`src/rtl/spi_reader_pkg.sv`:
```
// spi_reader_pkg: shared widths and types for the SPI byte reader.
//   BYTE_W   - bits per SPI byte
//   byte_t   - one byte
//   bitcnt_t - bit-position counter within a byte
package spi_reader_pkg;

    localparam int unsigned BYTE_W = 8;

    typedef logic [BYTE_W-1:0]         byte_t;
    typedef logic [$clog2(BYTE_W)-1:0] bitcnt_t;

    // Counter value on the edge that captures the final bit of a byte.
    localparam bitcnt_t LAST_BIT = bitcnt_t'(BYTE_W - 1);

endpackage : spi_reader_pkg

```
`src/rtl/spi_reader_if.sv`:
```
// spi_reader_if: SPI slave pins plus the received-byte output.
//   cs       - chip select, active-low
//   mosi     - serial data from the master, MSB first
//   miso     - serial data to the master, MSB first
//   data     - last completely received byte
//   data_clk - byte strobe; rising edge marks data valid
// Modports: master (SPI master / byte consumer side), slave (spi_reader side).
interface spi_reader_if;
    import spi_reader_pkg::*;

    logic  cs;
    logic  mosi;
    logic  miso;
    byte_t data;
    logic  data_clk;

    modport master (
        output cs,
        output mosi,
        input  miso,
        input  data,
        input  data_clk
    );

    modport slave (
        input  cs,
        input  mosi,
        output miso,
        output data,
        output data_clk
    );

endinterface : spi_reader_if

```
`src/rtl/spi_byte_reader.sv`:
```
// spi_byte_reader: SPI mode-0 receive path, clocked directly by the SPI clock.
//   rst_n    - asynchronous active-low reset (clears everything, data included)
//   enable   - active-low select (driven by cs); high asynchronously clears the
//              bit counter, partial byte and strobe, but keeps data
//   clk      - SPI serial clock; mosi sampled on the rising edge
//   mosi     - serial data in, MSB first
//   data_clk - high for one clk period after the bit-8 edge
//   data     - last completely received byte
module spi_byte_reader
    import spi_reader_pkg::*;
(
    input  logic  rst_n,
    input  logic  enable,
    input  logic  clk,
    input  logic  mosi,
    output logic  data_clk,
    output byte_t data
);

    // Deselect acts as a second asynchronous clear for the per-byte state.
    logic clr_n;
    assign clr_n = rst_n & ~enable;

    bitcnt_t cnt_q, cnt_d;
    // Only the first seven bits need storage; the eighth goes straight into data.
    logic [BYTE_W-2:0] shift_q, shift_d;
    byte_t             data_q, data_d;
    logic              data_clk_q, data_clk_d;
    logic              last_bit;

    always_comb begin
        last_bit   = (cnt_q == LAST_BIT);
        cnt_d      = cnt_q + bitcnt_t'(1);
        shift_d    = {shift_q[BYTE_W-3:0], mosi};
        data_clk_d = last_bit;
        data_d     = data_q;
        if (last_bit && !enable) begin
            data_d = {shift_q, mosi};
        end
    end

    always_ff @(posedge clk or negedge clr_n) begin
        if (!clr_n) begin
            cnt_q      <= '0;
            shift_q    <= '0;
            data_clk_q <= 1'b0;
        end else begin
            cnt_q      <= cnt_d;
            shift_q    <= shift_d;
            data_clk_q <= data_clk_d;
        end
    end

    always_ff @(posedge clk or negedge rst_n) begin
        if (!rst_n) begin
            data_q <= '0;
        end else begin
            data_q <= data_d;
        end
    end

    assign data_clk = data_clk_q;
    assign data     = data_q;

endmodule : spi_byte_reader

```
`src/rtl/spi_reader.sv`:
```
// spi_reader: SPI mode-0 slave that receives bytes on mosi and, optionally,
// echoes the previously received byte on miso.
//   clk   - SPI serial clock (the only clock)
//   rst_n - asynchronous active-low reset
//   bus   - spi_reader_if.slave: cs, mosi, miso, data, data_clk
// Build option: define SPI_READER_ECHO_EN to load the transmit register with
// the last received byte; otherwise it loads 8'h00 and miso stays 0.
module spi_reader
    import spi_reader_pkg::*;
(
    input  logic         clk,
    input  logic         rst_n,
    spi_reader_if.slave  bus
);

    spi_byte_reader u_byte_reader (
        .rst_n    (rst_n),
        .enable   (bus.cs),
        .clk      (clk),
        .mosi     (bus.mosi),
        .data_clk (bus.data_clk),
        .data     (bus.data)
    );

    byte_t tx_q, tx_d;
    byte_t tx_load;

`ifdef SPI_READER_ECHO_EN
    assign tx_load = bus.data;
`else
    assign tx_load = '0;
`endif

    // data_clk is high exactly between the bit-8 rising edge and the next
    // rising edge, so the falling edge it spans is the byte-boundary edge.
    always_comb begin
        tx_d = tx_q;
        if (!bus.cs) begin
            if (bus.data_clk) begin
                tx_d = tx_load;
            end else begin
                tx_d = {tx_q[BYTE_W-2:0], 1'b0};
            end
        end
    end

    always_ff @(negedge clk or negedge rst_n) begin
        if (!rst_n) begin
            tx_q <= '0;
        end else begin
            tx_q <= tx_d;
        end
    end

    assign bus.miso = tx_q[BYTE_W-1] & ~bus.cs;

endmodule : spi_reader

```
`src/flat_wrapper.sv`:
```
// flat-port wrapper written by rule: the top's interface ports become plain ports
module spi_reader_flat import spi_reader_pkg::*;
  (clk, rst_n, bus_cs, bus_mosi, bus_miso, bus_data, bus_data_clk);
  spi_reader_if bus_i ();
  input  logic clk;
  input  logic rst_n;
  input wire logic [$bits(bus_i.cs)-1:0] bus_cs;
  input wire logic [$bits(bus_i.mosi)-1:0] bus_mosi;
  output wire logic [$bits(bus_i.miso)-1:0] bus_miso;
  output wire logic [$bits(bus_i.data)-1:0] bus_data;
  output wire logic [$bits(bus_i.data_clk)-1:0] bus_data_clk;
  assign bus_i.cs = bus_cs;
  assign bus_i.mosi = bus_mosi;
  assign bus_miso = bus_i.miso;
  assign bus_data = bus_i.data;
  assign bus_data_clk = bus_i.data_clk;
  spi_reader u_core (.clk(clk), .rst_n(rst_n), .bus(bus_i));
endmodule
```
`config.mk`:
```
export PLATFORM = sky130hd
export DESIGN_NAME = spi_reader_flat
export DESIGN_NICKNAME = d
export VERILOG_FILES = /design/src/rtl/spi_reader_pkg.sv /design/src/rtl/spi_reader_if.sv /design/src/rtl/spi_byte_reader.sv /design/src/rtl/spi_reader.sv /design/src/flat_wrapper.sv
export SDC_FILE = /design/constraint.sdc
export NUM_CORES = 1
export LEC_CHECK = 0
export CORE_UTILIZATION = 35
export DETAILED_ROUTE_END_ITERATION = 16
export PLACE_DENSITY = 0.61
export SYNTH_ARGS = -nofsm -noshare
export SYNTH_HDL_FRONTEND = slang
export SYNTH_SLANG_ARGS = --single-unit
```
`constraint.sdc`:
```
create_clock -name clk -period 1.7 [get_ports clk]
set_input_delay 0.425 -clock clk [delete_from_list [all_inputs] [get_ports clk]]
set_output_delay 0.425 -clock clk [all_outputs]
set_load 0.01 [all_outputs]
```
==> metrics, run 1 <==
area of the multi-input gates 161.4 µm²; Antenna Diode Count 0; min-delay src u_core.u_byte_reader.shift_q[0]; CTS tree built; CP top delay family buffers and inverters; Antenna Nets Post-Route 0; TritonRoute pass-1 iters 2; setup TNS 0 ps; Bufs and invs on worst path 1; DRC 0; most frequent cells in the layout dfrtp_1 (19), clkdlybuf4s50_1 (12), mux2_4 (8); clock buffer depth 2; Post-CTS Setup Bufs 0; core area around 1700 µm²; Worst Setup SP u_core.u_byte_reader.data[2]; Clock Skew 8.872 ps; Max FO, Critical Path 2; Mapped Nets 41; leak pwr 0.4016 nW; Seq/Total Area, Yosys 0.7211; synthesized area per cell 18.84 µm²; DRT Wirelength 990 µm; die height 45.41 µm; outcome finished, final reports clean; worst path required time ~1300 ps; initial antenna violation count 0; final net count 59; I/O pin cnt 14; register area 475.5 µm²; Gates resized, CTS repair 0; worst setup margin 54.25 ps; dpl ws between 80 and 90 ps; Arr. time, crit path about 1200 ps; worst reg-to-reg setup slack about 200 ps; # setup viols final 0; WL per Instance between 10 and 15 µm; fin. max-slew vios 0; Port-buffer cells 12; WHS Endpoint u_core.u_byte_reader.shift_q[1]; max-cap viol count 0; final hold slack between 300 and 400 ps; vias in the first global route 375; count of cell types in the netlist 8; min Tclk post-route 1646 ps; row count 15; largest net degree at the start of global routing 12; TritonCTS Sinks 19; Hold Buf Count CTS 0; RSZ-0062 raised after global routing false; Final Cycle Share 0.9681; final count of hold timing violations 0; Pwr Density 963.6 nW/µm²; Worst-path clk slew roughly 110 ps; crit start category register; Die ar. around 2100 µm²; worst hold path depth 0; Worst path slowest cell clkdlybuf4s50_1; share of cells above drive strength 1 0.2885; Clk Latency, worst-skew pair 290 ps; worst reg-to-reg path cell count 5; Via density 4.247; commonest non-fill, non-tap cell in the layout dfrtp_1; Hold WC Path Type reg2reg; die width 45.41 µm; htree depth 1; Congestion Overflow GR 0; GPL Wtd Cong 0.6684; first-pass GRT wire length 1.607 mm; area of placed instances 814.5 µm²; Post-Syn Area 659.4 µm²; terminus of the critical flop-to-flop path u_core.u_byte_reader.data[0]; cells after synthesis 35; Post-DP HPWL approximately 730 µm; Layout fillers 154; Initial Util 0.3778; Setup CP Type reg2out; Tot Pwr 0.0008114 W; TritonCTS Buffers 3; gr usage total 0.1200; worst vdd ir 342.7 µV; detailed-route via count 327; crit path cell chain clkdlybuf4s50_1; area added between synthesis and finish 27.70%; fin area roughly 840 µm²; CP endpoint kind output pin; Syn. warnings 0; drt first-iter violations 1; RR Startpoint u_core.u_byte_reader.cnt_q[0]; CTS Root Cell clkbuf_4; flop and latch count out of synthesis 19; crit-path max cell delay 540 ps; fmax 607.6 MHz
[cell usage after synthesis]
master | number | share of area
dfrtp_1 | 19 | 0.72
mux2_4 | 8 | 0.18
ha_1 | 2 | 0.038
nor2b_1 | 2 | 0.019
buf_4 | 1 | 0.011
buf_6 | 1 | 0.017
conb_1 | 1 | 0.0057
inv_1 | 1 | 0.0057
[routing by layer]
metal  vias up  wire (µm)  track usage
met4         0          0      0.09091
met2        15        477       0.1800
met5         -          0            0
li1        144          -            -
met3         0         54      0.03571
met1       168        459       0.1444
[worst max path at each step]
stage / to / depth (start not counted)
floorplan: u_core.u_byte_reader.data[0] / 5
global placement: u_core.u_byte_reader.data[2] / 4
detailed placement: u_core.u_byte_reader.data[0] / 4
CTS: bus_data[3] / 1
global route: bus_data[0] / 1
finish: bus_data[2] / 1
[power by group]
group	internal (W)	switching [W]
combinational	0.0000650	0.0000327
clock	0.0000874	0.000131
sequential	0.000479	0.0000165
total	0.000632	0.000180
[state kept, by name, indices dropped and copies added, names as in the netlist]
| register | cells |
|---|---|
| u_core.u_byte_reader.data_clk | 1 |
| u_core.u_byte_reader.cnt_q | 3 |
| u_core.u_byte_reader.data | 8 |
| u_core.u_byte_reader.shift_q | 7 |
[kinds of logic (layout without fill, tap and decap cells)]
logic type / after synthesis / in the layout / synth area share
adder cells (fa/ha/maj): 2 / 2 / 0.03794
buffers and inverters: 3 / 20 / 0.03415
AND/OR/NAND/NOR: 2 / 2 / 0.01897
other: 1 / 1 / 0.005687
multiplexers: 8 / 8 / 0.1822
flip-flops: 19 / 19 / 0.7211
[area by class of cell]
type	count	share of cell area
Inverter	1	0.004458
Clock buffer	3	0.02675
Timing Repair Buffer	15	0.1694
Multi-Input combinational cell	13	0.1917
Tap cell	25	0.03715
Sequential cell	19	0.5646
Clock inverter	1	0.005944
[through the flow]
stage	utilization	instances
6_report	0.4824	77
5_1_grt	0.4824	77
4_1_cts	0.4824	77
3_5_place_dp	0.4667	73
3_3_place_gp	0.4667	73
2_1_floorplan	-	35
(Power assumes the default switching activity.)
==> run 2, diff against run 1 <==
- ABC_CLOCK_PERIOD_IN_PS: not set -> 1700
- DONT_BUFFER_PORTS: not set -> 1
- PLACE_DENSITY: 0.61 -> 0.52
==> run 2 against run 1 <==
Effect of this change:
- hold slack got worse by 230 ps
- sequential power rose by 2%
- fmax grew 12%
- utilization fell by 6.2 points
- setup slack better by 170 ps
- critical path depth rose by 3
- critical path type is now reg2reg
- first-iteration DRC count shrank 100%
==> metrics, run 2 (synthesis gave the netlist of run 1 again) <==
Post-CTS Setup Bufs 0 (unchanged); Comb power frac 0.057 (was 0.120); sw frac 0.2245 (was 0.2216); Worst path slowest cell dfrtp_1 (was clkdlybuf4s50_1); worst reg-to-reg setup slack 230 ps (was 200 ps); Worst-path clk slew 110 ps (about the same); vias in the first global route 344 (was 375); # setup viols final 0 (unchanged); final count of hold timing violations 0 (unchanged); Pint 0.0005955 W (was 0.0006316 W); Hold WC Path Type in2reg (was reg2reg); Levels on crit path 4 (was 1); Die ar. 2062 µm² (unchanged); CP top delay family flip-flops (was buffers and inverters); clock buffer depth 2 (unchanged); core area 1745 µm² (unchanged); Clock Skew 7.211 ps (was 8.872 ps); crit path cell chain ha_1, ha_1, nor2b_4, mux2_4 (was clkdlybuf4s50_1); CP endpoint kind register (was output pin); worst vdd ir 446.9 µV (was 342.7 µV); gr usage total 0.1120 (was 0.1200); TritonCTS Sinks 19 (unchanged); initial antenna violation count 0 (unchanged); GPL Wtd Cong 0.6526 (was 0.6684); DRC 0 (unchanged); Clk Latency, worst-skew pair 290 ps (about the same); drt first-iter violations 0 (was 1); Bufs and invs on worst path 0 (was 1); CTS tree built (unchanged); Antenna Nets Post-Route 0 (unchanged); TritonRoute pass-1 iters 1 (was 2); setup TNS 0 ps (unchanged); Sw Pwr 0.0001724 W (was 0.0001798 W); Via density 4.138 (was 4.247); htree depth 1 (unchanged); crit path capture u_core.u_byte_reader.data[7] (was bus_data[2]); die height 45.41 µm (unchanged); Worst Setup SP u_core.u_byte_reader.cnt_q[0] (was u_core.u_byte_reader.data[2]); WL per Instance 14.14 µm (was 12.86 µm); terminus of the critical flop-to-flop path u_core.u_byte_reader.data[7] (was u_core.u_byte_reader.data[0]); commonest non-fill, non-tap cell in the layout dfrtp_1 (unchanged); Reg power frac 0.659 (was 0.611); Final Cycle Share 0.8667 (was 0.9681); post-layout util 0.4208 (was 0.4824); max-cap viol count 0 (unchanged); Initial Util 0.3778 (unchanged); crit start category register (unchanged); DRT Wirelength 919 µm (was 990 µm); Congestion Overflow GR 0 (unchanged); worst reg-to-reg path cell count 4 (was 5); outcome finished, final reports clean (unchanged); Pwr Density 1046 nW/µm² (was 963.6 nW/µm²); die width 45.41 µm (unchanged); Max FO, Critical Path 8 (was 2); worst path required time 1880 ps (was 1270 ps); CTS Root Cell clkbuf_4 (unchanged); Setup CP Type reg2reg (was reg2out); most frequent cells in the layout dfrtp_1 (19), mux2_4 (8), clkbuf_4 (3) (was dfrtp_1 (19), clkdlybuf4s50_1 (12), mux2_4 (8)); Arr. time, crit path 1650 ps (was 1220 ps); TritonCTS Buffers 3 (unchanged); crit-path max cell delay 360 ps (was 540 ps); Clock power frac 0.284 (was 0.269); RR Startpoint u_core.u_byte_reader.cnt_q[0] (unchanged); row count 15 (unchanged); min Tclk post-route 1473 ps (was 1646 ps); final net count 47 (was 59); share of cells above drive strength 1 0.3500 (was 0.2885); fmax 678.7 MHz (was 607.6 MHz); area added between synthesis and finish 11.39% (was 27.70%); RSZ-0062 raised after global routing false (unchanged); max reg flops 8 (unchanged); first-pass GRT wire length 1.518 mm (was 1.607 mm); I/O pin cnt 14 (unchanged); Post-DP HPWL 649.4 µm (was 730.6 µm); CP dominant cell by count ha_1; Port-buffer cells 0 (was 12); detailed-route via count 269 (was 327); leak pwr 0.3534 nW (was 0.4016 nW); largest net degree at the start of global routing 12 (unchanged); fin. max-slew vios 0 (unchanged); Antenna Diode Count 0 (unchanged)
==> run 2: what timing repair did <==
action	CTS	global route
endpoints found under the hold margin	9	0
endpoints found under the setup margin	8	8
hold buffers	2	0
gates resized for setup	1	1
pin swaps	0	0
==> run 2: area by class of cell <==
| cell class | instances | area, µm² |
|---|---|---|
| clock buffers | 3 | 22.52 |
| clock inverters | 1 | 5.005 |
| fillers | 163 | 1011 |
| inverters | 1 | 3.754 |
| multi-input cells | 13 | 168.9 |
| flip-flops and latches | 19 | 475.5 |
| well taps | 25 | 31.28 |
| repair buffers | 3 | 27.53 |
==> run 2: per-stage QoR <==
stage | hold slack (ps) | instance area (µm²) | std cells | setup WS, ps | total power (W)
2_1_floorplan | 129.4 | 659.4 | 35 | 300.7 | 0.0005436
3_3_place_gp | 129.6 | 679.4 | 59 | -172.0 | 0.0005506
3_5_place_dp | 129.6 | 679.4 | 59 | -236.3 | 0.0005526
4_1_cts | 140.2 | 729.5 | 65 | 41.77 | 0.0007814
5_1_grt | 122.4 | 734.5 | 65 | 140.6 | 0.0008159
6_report | 150.2 | 734.5 | 65 | 226.6 | 0.0007679
==> run 2: metal layers <==
metal,part of all wire,global-route usage,up-vias,wire [µm]
met5,0,0,-,0
met4,0,0.05455,0,0
met3,0.059,0.05952,0,54
met2,0.49,0.1743,10,451
met1,0.45,0.1244,139,412
li1,-,-,120,-
==> run 2: how the worst min path moves through the flow <==
stage	startpoint	endpoint	slack (ps)	cells after the start
floorplan	rst_n	u_core.u_byte_reader.data[0]	130	0
global placement	rst_n	u_core.u_byte_reader.data[3]	130	0
detailed placement	rst_n	u_core.u_byte_reader.data[4]	130	0
CTS	bus_mosi	u_core.u_byte_reader.shift_q[0]	140	0
global route	bus_mosi	u_core.u_byte_reader.shift_q[0]	120	0
finish	bus_mosi	u_core.u_byte_reader.shift_q[0]	150	0
==> run 2: power by group through the flow <==
stage	logic, W	clock network, W	registers, W
floorplan	0.0000338	0	0.000510
CTS	0.0000448	0.000229	0.000507
detailed placement	0.0000365	0	0.000516
finish	0.0000437	0.000218	0.000506
global route	0.0000478	0.000257	0.000511
global placement	0.0000356	0	0.000515
